## src/rtl/perf_pkg.sv

```systemverilog
// Shared types and sizing for the performance counter block.
package perf_pkg;

  localparam int unsigned PERF_CNT_W      = 32;
  localparam int unsigned PERF_NUM_CNT    = 8;
  localparam int unsigned PERF_IDX_W      = 3;
  localparam int unsigned PERF_WINDOW_TOP = 32;

  // Counter word index within the window (addr[4:2]).
  typedef enum logic [PERF_IDX_W-1:0] {
    PERF_IDX_NUM_INSTR_ACCESS = 3'd0,
    PERF_IDX_NUM_DATA_ACCESS  = 3'd1,
    PERF_IDX_NUM_L1_ACCESS    = 3'd2,
    PERF_IDX_INSTR_CYCLES     = 3'd3,
    PERF_IDX_DATA_CYCLES      = 3'd4,
    PERF_IDX_L1_CYCLES        = 3'd5,
    PERF_IDX_NUM_PREDICTIONS  = 3'd6,
    PERF_IDX_NUM_CORRECT      = 3'd7
  } perf_idx_t;

  // Per-channel handshake tracking state.
  typedef enum logic {
    PERF_IDLE = 1'b0,
    PERF_BUSY = 1'b1
  } perf_chan_state_t;

endpackage : perf_pkg

```

## src/rtl/perf_channel.sv

```systemverilog
// One memory handshake channel: request FSM plus access and cycle counters.
module perf_channel
  import perf_pkg::*;
#(
  parameter int unsigned CNT_WIDTH = 32,
  parameter bit          SATURATE  = 1'b1
) (
  input  logic                 clk,
  input  logic                 rst,
  input  logic                 req,
  input  logic                 resp,
  input  logic                 count_en,
  input  logic                 clr_acc,
  input  logic                 clr_cyc,
  output logic [CNT_WIDTH-1:0] access,
  output logic [CNT_WIDTH-1:0] cycles
);

  localparam logic [CNT_WIDTH-1:0] CNT_MAX = '1;

  perf_chan_state_t state;
  perf_chan_state_t state_nxt;
  logic             acc_inc_c;

  // Increment with optional stick-at-max.
  function automatic logic [CNT_WIDTH-1:0] bump(input logic [CNT_WIDTH-1:0] v);
    if (SATURATE && (v == CNT_MAX)) return v;
    return v + CNT_WIDTH'(1);
  endfunction

  // State register.
  always_ff @(posedge clk or posedge rst) begin
    if (rst) state <= PERF_IDLE;
    else     state <= state_nxt;
  end

  // Next state; an access completes on req&resp, a dropped req aborts.
  always_comb begin
    state_nxt = state;
    acc_inc_c = 1'b0;
    unique case (state)
      PERF_IDLE: begin
        if (req) begin
          if (resp) acc_inc_c = 1'b1;
          else      state_nxt = PERF_BUSY;
        end
      end
      PERF_BUSY: begin
        if (!req) begin
          state_nxt = PERF_IDLE;
        end else if (resp) begin
          acc_inc_c = 1'b1;
          state_nxt = PERF_IDLE;
        end
      end
      default: state_nxt = PERF_IDLE;
    endcase
  end

  // Completed-access counter; clear overrides increment and ignores enable.
  always_ff @(posedge clk or posedge rst) begin
    if (rst)                        access <= '0;
    else if (clr_acc)               access <= '0;
    else if (count_en && acc_inc_c) access <= bump(access);
  end

  // Cycles-with-request counter.
  always_ff @(posedge clk or posedge rst) begin
    if (rst)                  cycles <= '0;
    else if (clr_cyc)         cycles <= '0;
    else if (count_en && req) cycles <= bump(cycles);
  end

endmodule : perf_channel

```

## src/rtl/perf_counters.sv

```systemverilog
// Eight performance counters for the MEM-stage counter window.
module perf_counters
  import perf_pkg::*;
#(
  parameter int unsigned CNT_WIDTH = PERF_CNT_W,
  parameter bit          SATURATE  = 1'b1
) (
  input  logic                  clk,
  input  logic                  rst,
  input  logic                  count_en,
  input  logic                  instr_req,
  input  logic                  instr_resp,
  input  logic                  data_req,
  input  logic                  data_resp,
  input  logic                  l1_req,
  input  logic                  l1_resp,
  input  logic                  br_resolve,
  input  logic                  br_correct,
  input  logic                  clr_we,
  input  logic [PERF_IDX_W-1:0] clr_idx,
  output logic [CNT_WIDTH-1:0]  num_instr_access,
  output logic [CNT_WIDTH-1:0]  num_data_access,
  output logic [CNT_WIDTH-1:0]  num_l1_access,
  output logic [CNT_WIDTH-1:0]  instr_cycles,
  output logic [CNT_WIDTH-1:0]  data_cycles,
  output logic [CNT_WIDTH-1:0]  l1_cycles,
  output logic [CNT_WIDTH-1:0]  num_predictions,
  output logic [CNT_WIDTH-1:0]  num_correct
);

  localparam logic [CNT_WIDTH-1:0] CNT_MAX = '1;

  logic [PERF_NUM_CNT-1:0] clr_sel_c;

  function automatic logic [CNT_WIDTH-1:0] bump(input logic [CNT_WIDTH-1:0] v);
    if (SATURATE && (v == CNT_MAX)) return v;
    return v + CNT_WIDTH'(1);
  endfunction

  // One-hot clear select decoded from the window store.
  always_comb begin
    clr_sel_c = '0;
    if (clr_we) clr_sel_c = PERF_NUM_CNT'(1) << clr_idx;
  end

  perf_channel #(.CNT_WIDTH(CNT_WIDTH), .SATURATE(SATURATE)) u_instr (
    .clk      (clk),
    .rst      (rst),
    .req      (instr_req),
    .resp     (instr_resp),
    .count_en (count_en),
    .clr_acc  (clr_sel_c[PERF_IDX_NUM_INSTR_ACCESS]),
    .clr_cyc  (clr_sel_c[PERF_IDX_INSTR_CYCLES]),
    .access   (num_instr_access),
    .cycles   (instr_cycles)
  );

  perf_channel #(.CNT_WIDTH(CNT_WIDTH), .SATURATE(SATURATE)) u_data (
    .clk      (clk),
    .rst      (rst),
    .req      (data_req),
    .resp     (data_resp),
    .count_en (count_en),
    .clr_acc  (clr_sel_c[PERF_IDX_NUM_DATA_ACCESS]),
    .clr_cyc  (clr_sel_c[PERF_IDX_DATA_CYCLES]),
    .access   (num_data_access),
    .cycles   (data_cycles)
  );

  perf_channel #(.CNT_WIDTH(CNT_WIDTH), .SATURATE(SATURATE)) u_l1 (
    .clk      (clk),
    .rst      (rst),
    .req      (l1_req),
    .resp     (l1_resp),
    .count_en (count_en),
    .clr_acc  (clr_sel_c[PERF_IDX_NUM_L1_ACCESS]),
    .clr_cyc  (clr_sel_c[PERF_IDX_L1_CYCLES]),
    .access   (num_l1_access),
    .cycles   (l1_cycles)
  );

  // Resolved-branch counter.
  always_ff @(posedge clk or posedge rst) begin
    if (rst)                                   num_predictions <= '0;
    else if (clr_sel_c[PERF_IDX_NUM_PREDICTIONS]) num_predictions <= '0;
    else if (count_en && br_resolve)           num_predictions <= bump(num_predictions);
  end

  // Correct-prediction counter; br_correct only meaningful with br_resolve.
  always_ff @(posedge clk or posedge rst) begin
    if (rst)                                       num_correct <= '0;
    else if (clr_sel_c[PERF_IDX_NUM_CORRECT])      num_correct <= '0;
    else if (count_en && br_resolve && br_correct) num_correct <= bump(num_correct);
  end

endmodule : perf_counters

```

## config.mk

```make
export PLATFORM = sky130hd
export DESIGN_NAME = perf_counters
export DESIGN_NICKNAME = d
export VERILOG_FILES = /design/src/rtl/perf_pkg.sv /design/src/rtl/perf_channel.sv /design/src/rtl/perf_counters.sv
export SDC_FILE = /design/constraint.sdc
export NUM_CORES = 1
export LEC_CHECK = 0
export ABC_AREA = 1
export BUFFER_PORTS_ARGS = -buffer_cell sky130_fd_sc_hd__buf_4
export CORE_AREA = 3 3 185 187
export CTS_CLUSTER_DIAMETER = 100
export DETAILED_ROUTE_END_ITERATION = 16
export DIE_AREA = 0 0 188 190
export GPL_ROUTABILITY_DRIVEN = 0
export MAX_ROUTING_LAYER = met4
export PLACE_DENSITY = 0.89
export SETUP_SLACK_MARGIN = 0.3
export SLEW_MARGIN = 5
export SYNTH_ARGS = -nofsm -noshare
export SYNTH_HDL_FRONTEND = slang
export SYNTH_SLANG_ARGS = --single-unit
```

## constraint.sdc

```tcl
create_clock -name clk -period 6.7 [get_ports clk]
set_input_delay 0.335 -clock clk [delete_from_list [all_inputs] [get_ports clk]]
set_output_delay 0.335 -clock clk [all_outputs]
set_load 0.02 [all_outputs]
```

==> results of run 1 <==
[metal layers]
layer | routed length, um | vias up
met5 | 0 | -
met1 | 20700 | 8549
met2 | 24100 | 917
met4 | 2350 | 0
met3 | 4790 | 191
li1 | - | 8945
[cell families (layout without fill, tap and decap cells)]
kind of cell	Yosys count	in the layout	share of synthesized area, %
buffers and inverters	292	574	7.36
XOR/XNOR	77	77	3.91
adder cells (fa/ha/maj)	8	8	0.581
AO/OA/AOI/OAI	233	233	7.34
other	0	1	0
flip-flops	256	256	37.2
AND/OR/NAND/NOR	1818	1818	43.7
[flip-flops by register name (all words and copies together), names as in the netlist]
signal / count
u_l1.access: 32
u_data.access: 32
u_data.cycles: 32
num_correct: 32
u_instr.access: 32
u_instr.cycles: 32
u_l1.cycles: 32
num_predictions: 32
[worst min path at each step]
| stage | from | endpoint |
|---|---|---|
| after floorplan | l1_resp | u_l1.access[17]$_DFFE_PP0P_ |
| after global placement | rst | u_l1.cycles[30]$_DFFE_PP0P_ |
| final | data_resp | u_data.access[20]$_DFFE_PP0P_ |
| after detailed placement | rst | u_l1.cycles[30]$_DFFE_PP0P_ |
| after CTS | l1_resp | u_l1.access[17]$_DFFE_PP0P_ |
| after global routing | l1_resp | u_l1.access[17]$_DFFE_PP0P_ |
[layout make-up]
class	count	area, um^2	area share [%]
multi-input cells	2136	9580	46.4
repair buffers	275	2080	10.1
flip-flops and latches	256	6410	31.0
clock inverters	13	243	1.18
diodes	1	2.50	0.0121
well taps	442	553	2.68
clock buffers	43	881	4.26
inverters	243	916	4.43
[critical path, stage by stage, from the launching register on]
cell and delay [ps]:
sky130_fd_sc_hd__dfrtp_1 460, sky130_fd_sc_hd__ha_1 210, sky130_fd_sc_hd__nand2_1 80, sky130_fd_sc_hd__nor2_2 180, sky130_fd_sc_hd__nand2_2 160, sky130_fd_sc_hd__nor2_4 190
sky130_fd_sc_hd__nand4_1 100, sky130_fd_sc_hd__nand2_1 780, sky130_fd_sc_hd__o21ai_0 240
[cell usage after synthesis (10+ instances only)]
library cell and count:
sky130_fd_sc_hd__nand2_2 16, sky130_fd_sc_hd__nand2_1 1097, sky130_fd_sc_hd__o21ai_0 125, sky130_fd_sc_hd__xnor2_1 45
sky130_fd_sc_hd__buf_6 13, sky130_fd_sc_hd__o21ai_1 66, sky130_fd_sc_hd__nor2_1 388, sky130_fd_sc_hd__or2_2 15
sky130_fd_sc_hd__nand3b_1 20, sky130_fd_sc_hd__dfrtp_1 256, sky130_fd_sc_hd__nor2_2 15, sky130_fd_sc_hd__buf_4 16
sky130_fd_sc_hd__o21ai_2 10, sky130_fd_sc_hd__o21bai_1 25, sky130_fd_sc_hd__nand3_1 217, sky130_fd_sc_hd__inv_1 239
sky130_fd_sc_hd__nand4_1 18, sky130_fd_sc_hd__buf_2 12, sky130_fd_sc_hd__xor2_1 32
[through the flow]
stage	hold WS [ps]	power (mW)
2_1_floorplan	616	2.14
3_3_place_gp	452	2.36
3_5_place_dp	479	2.38
4_1_cts	225	4.26
5_1_grt	282	4.40
6_report	240	4.23
[where the power goes]
part	internal (mW)	leakage, nW	switching [mW]	total (mW)
sequential	1.63	3.54	0.132	1.76
clock	1.18	0.551	0.693	1.87
combinational	0.222	5.18	0.372	0.594
[timing repair]
action	4_1_cts	5_1_grt
hold buffers	1	0
hold endpoints to repair	26	0
setup buffers	0	0
resized for setup	0	0
==> results.toml, run 1 <==
[clocking]
cts_root_buffer = "sky130_fd_sc_hd__clkbuf_16"
cts.reportedPaths.clkPinSlew_ps = 60
clk_path_buf_depth = 3
cts_tree = "done"
cts.sink_count = 256
cts-buffers-inserted = 31
h_tree_depth = 1
insertion_delay_ps = 560

[timing]
final.min_clock_period_ps = 2570
report.final.slew_viol_count = 0
skew_ps = 14.3
totalNegativeSetupSlack_ps = 0
grt_setup_unrepaired = "false"
setup_ws_final_ps = 4130
setup_viol = 0
worstMarginPinSlew_ps = 1050
timing.final.crit_share_pct = 38.4
final_hold_viol_count = 0
slew-limit-headroom_pct = 29.9
fmaxAchievable_mhz = 389

[global_route]
grt_start_max_net_pins = 165
m3_gr_usage_pct = 4.90
grtUsageMet1_pct = 36.5
antenna_found_initial = 1
grt_first_pass_wirelength_um = 85500
grt_pass1_vias = 17700
global_route.peak_usage_layer = "met2"
grt_util_overall_pct = 29.1
globalRoute.totalOverflow = 0
grt_use_met2_pct = 46.8

[detailed_routing]
detail_route.drc_violations = 0
drt_first_pass_iters = 6
final_antenna_net_count = 0
totalWireLength_um = 52000
wirelength_per_cell_um = 15.2
detailroute.via_count = 18600
route.detailed.vias_per_inst = 5.46
drt-initial-drc-count = 1609

[critical_path]
timing.setup.critical_path_class = "reg -> reg"
critPathMaxFanout = 33
timing.reg2reg.setup_slack_ps = 4130
worstPathRequired_ps = 7090
crit_path_end = "u_l1.cycles[7]$_DFFE_PP0P_"
startpoint = "u_l1.cycles[1]$_DFFE_PP0P_"
worstSetupStartpointType = "flip-flop"
timing.rr.end = "u_l1.cycles[7]$_DFFE_PP0P_"
worst_ep_arrival_time_ps = 2960
end_kind = "flip-flop"
ff2ff_path_depth = 8
rr_startpoint = "u_l1.cycles[1]$_DFFE_PP0P_"

[outcome]
run_status = "finished clean"

[power_and_ir_drop]
power_density_cells_nw_per_um2 = 205
power.static_leakage_nw = 9.27
irDropWorstVdd_uv = 228

[floorplan]
floorplan.rows = 66
fp.dieW_um = 188
floorplan.initialDensity_pct = 52.9
num_io_pins = 271
die_y_um = 190
die_area_um2 = 35700
core_um2 = 32600

[placed_design]
dp_slack_ps = 3910
io_buffers = 270
placed_cells = 3351
placedInstanceArea_um2 = 19500
detailed_place_hpwl_um = 37600

[synthesis]
netlist_top_cells_area = "sky130_fd_sc_hd__dfrtp_1 (37%), sky130_fd_sc_hd__nand2_1 (24%), sky130_fd_sc_hd__nor2_1 (8.4%)"
post_synth_instance_area_um2 = 17200
synth_top_area_share_pct = 37.2
synth_edf_count = 0
proportion_of_synthesized_flip_flops_having_asynchronous_set_or_reset_pct = 100
ys.flop_type = "sky130_fd_sc_hd__dfrtp_1"
ys_warn_count = 0
synthDistinctLibCells = 34
syn_avg_cell_area_um2 = 6.42
synth_cells = 2684
synth-seq-area-share_pct = 37.2
synth_top_cell_by_area = "sky130_fd_sc_hd__dfrtp_1"
synth_fp_nets = 2707
postSynthRegisterBits = 256

[layout]
drive_above_1_share_pct = 13.7
areaGrowthSynthToFinish_pct = 19.8
final_util_pct = 63.3
layout_commonest_cell = "sky130_fd_sc_hd__nand2_1"
fillerInstances = 2804
finish.instance_area_um2 = 20700
most_used_cells_in_the_layout_excluding_fill_and_tap_cells = "sky130_fd_sc_hd__nand2_1 (1097), sky130_fd_sc_hd__nor2_1 (388), sky130_fd_sc_hd__buf_4 (273), sky130_fd_sc_hd__dfrtp_1 (256), sky130_fd_sc_hd__inv_1 (238)"
fin_nets = 2966
fin_cells = 3409

[flow_run]
max_cap_viol_count = 0

[worst_hold_path]
hold_path_depth = 5
min-delay-path-class = "in -> reg"
Note: power is estimated with default switching activity, not from simulation.
==> run 2, diff against run 1 <==
Settings changed: ABC_AREA 1 to 0, CORE_AREA 3 3 185 187 to 3 3 161 163, DIE_AREA 0 0 188 190 to 0 0 164 166, PLACE_DENSITY 0.89 to 0.91.
Clock period 6.7 ns to 2.5 ns, I/O delays scaled along.
==> results.toml, run 2 <==
[timing]
slew-limit-headroom_pct = 61.9
holdWs_ps = 141
grt_setup_unrepaired = "true"
setup_viol = 0
totalNegativeSetupSlack_ps = 0
skew_ps = 15.2
worstMarginPinSlew_ps = 572
report.final.slew_viol_count = 0
timing.final.crit_share_pct = 94.2
fmaxAchievable_mhz = 425
final.min_clock_period_ps = 2350
final_hold_viol_count = 0

[critical_path]
timing.rr.end = "u_data.cycles[31]$_DFFE_PP0P_"
timing.setup.critical_path_class = "reg -> reg"
cp_top_family = "simple AND/OR/NAND/NOR gates"
slowest_delay_ps = 540
timing.reg2reg.setup_slack_ps = 150
end_kind = "flip-flop"
ff2ff_path_depth = 10
cp_num_buf_inv = 3
worstSetupStartpointType = "flip-flop"
worstPathRequired_ps = 2910
critPathMaxFanout = 7
crit_path_top_delay_cell = "sky130_fd_sc_hd__or4_4"
rr_startpoint = "u_data.cycles[0]$_DFFE_PP0P_"
worst_ep_arrival_time_ps = 2760
cp_cell_sequence = "ha_4 > nand4_1 > or4_4 > buf_6 > nor3_2 > buf_4 > buf_12 > nor4b_1 > xnor2_1 > nor2_1"

[synthesis]
ys_warn_count = 0
synthDistinctLibCells = 54
proportion_of_synthesized_flip_flops_having_asynchronous_set_or_reset_pct = 100
postSynthRegisterBits = 256
synth_fp_nets = 1477
synth_top_area_share_pct = 47.7
syn_avg_cell_area_um2 = 9.23
yosys-top-cells-count = "sky130_fd_sc_hd__nor2_1 (257), sky130_fd_sc_hd__dfrtp_1 (256), sky130_fd_sc_hd__nand2_1 (113)"
synth_most_common_cell = "sky130_fd_sc_hd__nor2_1"
synth_edf_count = 0
synth-seq-area-share_pct = 47.7
synth_cells = 1454
synth_top_cell_by_area = "sky130_fd_sc_hd__dfrtp_1"
netlist_top_cells_area = "sky130_fd_sc_hd__dfrtp_1 (48%), sky130_fd_sc_hd__nor2_1 (7.2%), sky130_fd_sc_hd__xnor2_1 (6.6%)"
post_synth_instance_area_um2 = 13400
ys.flop_type = "sky130_fd_sc_hd__dfrtp_1"

[power_and_ir_drop]
power.static_leakage_nw = 7.96
power_density_cells_nw_per_um2 = 603
irDropWorstVdd_uv = 530

[clocking]
cts-buffers-inserted = 29
cts_root_buffer = "sky130_fd_sc_hd__clkbuf_16"
cts_tree = "done"
h_tree_depth = 1
cts.reportedPaths.clkPinSlew_ps = 60
clk_path_buf_depth = 3
cts.sink_count = 256
insertion_delay_ps = 540

[floorplan]
die_y_um = 166
fp.dieW_um = 164
floorplan.initialDensity_pct = 54.9
floorplan.rows = 57
num_io_pins = 271
die_area_um2 = 27200
core_um2 = 24500

[layout]
most_used_cells_in_the_layout_excluding_fill_and_tap_cells = "sky130_fd_sc_hd__buf_4 (329), sky130_fd_sc_hd__nor2_1 (249), sky130_fd_sc_hd__dfrtp_1 (247), sky130_fd_sc_hd__nand2_1 (111), sky130_fd_sc_hd__xnor2_1 (101)"
areaGrowthSynthToFinish_pct = 30.4
diodes = 0
drive_above_1_share_pct = 26.4
multi_input_comb_area_um2 = 7130
fillerInstances = 1693
layout_commonest_cell = "sky130_fd_sc_hd__buf_4"
fin_nets = 1803
area.sequential_um2 = 6420

[global_route]
globalRoute.totalOverflow = 0
grt_pass1_vias = 12000
grt_first_pass_wirelength_um = 61200
grt_start_max_net_pins = 72
antenna_found_initial = 0
grt_util_overall_pct = 27.6

[outcome]
run_status = "finished clean"

[detailed_routing]
totalWireLength_um = 39900
drt_first_pass_iters = 6
detailroute.via_count = 12800
detail_route.drc_violations = 0
drt-initial-drc-count = 1576
final_antenna_net_count = 0
route.detailed.vias_per_inst = 6.06
wirelength_per_cell_um = 18.8

[placed_design]
detailed_place_hpwl_um = 26400
io_buffers = 270

[flow_run]
max_cap_viol_count = 0

[worst_hold_path]
hold_path.startpoint = "clr_idx[1]"
worstHoldEndpoint = "num_predictions[26]$_DFFE_PP0P_"
min-delay-path-class = "in -> reg"
hold_path_depth = 4
==> run 2: cell types whose count changed in the layout (fill, tap and decap cells not counted), moves of 91 or more <==
cell | before | now
sky130_fd_sc_hd__nand3_1 | 217 | 84
sky130_fd_sc_hd__o21ai_0 | 125 | 34
sky130_fd_sc_hd__nand2_1 | 1097 | 111
sky130_fd_sc_hd__inv_1 | 238 | 16
sky130_fd_sc_hd__nor2_1 | 388 | 249
==> run 2: cells by family after synthesis <==
family | Yosys count | share of synthesized area (%)
xor+xnor | 198 | 12.9
flops | 256 | 47.7
simple gates | 804 | 30.8
fa+ha+maj | 8 | 0.746
mux | 8 | 0.615
buf+inv | 61 | 1.83
compound gates | 119 | 5.31
==> run 2: how the worst max path moves through the flow <==
| stage | to | from | cells past startpoint |
|---|---|---|---|
| final | u_data.cycles[31]$_DFFE_PP0P_ | u_data.cycles[0]$_DFFE_PP0P_ | 10 |
| after global routing | u_data.cycles[27]$_DFFE_PP0P_ | u_data.cycles[0]$_DFFE_PP0P_ | 9 |
| after CTS | u_data.cycles[6]$_DFFE_PP0P_ | u_data.cycles[0]$_DFFE_PP0P_ | 7 |
| after detailed placement | u_l1.cycles[19]$_DFFE_PP0P_ | u_l1.cycles[0]$_DFFE_PP0P_ | 6 |
| after global placement | u_data.cycles[7]$_DFFE_PP0P_ | u_data.cycles[0]$_DFFE_PP0P_ | 7 |
| after floorplan | num_correct[0]$_DFFE_PP0P_ | rst | 1 |
==> run 2: metrics by stage <==
| step | power [mW] | util (%) | setup slack [ps] | cells | cell area, um^2 |
|---|---|---|---|---|---|
| CTS | 10.5 | 69.7 | 317 | 2096 | 17100 |
| detailed placement | 6.44 | 65.5 | 74.7 | 2041 | 16000 |
| global route | 11.0 | 71.5 | 85.0 | 2119 | 17500 |
| floorplan | 5.69 | - | -997 | 1454 | 13400 |
| global placement | 6.37 | 65.5 | 244 | 2041 | 16000 |
| finish | 10.6 | 71.5 | 146 | 2119 | 17500 |
==> run 2: cell type report <==
class | instances | share of cell area [%]
clock inverters | 2 | 0.0572
flip-flops and latches | 256 | 36.7
inverters | 17 | 0.386
multi-input cells | 1138 | 40.7
clock buffers | 44 | 4.98
repair buffers | 338 | 14.9
well taps | 324 | 2.32
==> run 2: worst min-delay path: stages <==
cell and delay [ps]:
sky130_fd_sc_hd__buf_4 130, sky130_fd_sc_hd__nand2b_1 120, sky130_fd_sc_hd__nor2_2 130, sky130_fd_sc_hd__nor2_1 120
==> run 2: routing by layer <==
metal	GRT usage [%]	up-vias	share of wire (%)
met2	43.7	644	49
li1	-	5782	-
met3	4.69	129	8.1
met4	8.86	0	3.6
met5	-	-	0
met1	36.3	6283	40
==> run 2: timing repair <==
| item | in CTS | in global routing |
|---|---|---|
| resized for setup | 15 | 61 |
| endpoints found under the setup margin | 37 | 115 |
| buffers inserted | 8 | 20 |
| pin swaps | 4 | 16 |
| gates cloned | 0 | 3 |
| endpoints found under the hold margin | 122 | 0 |
| hold buffers | 1 | 0 |
==> run 2: power by group <==
| part | switching [mW] | internal [mW] | leakage, nW |
|---|---|---|---|
| combinational | 0.976 | 0.735 | 4.01 |
| sequential | 0.426 | 4.41 | 3.51 |
| clock | 1.64 | 2.36 | 0.437 |
| total | 3.05 | 7.51 | 7.96 |
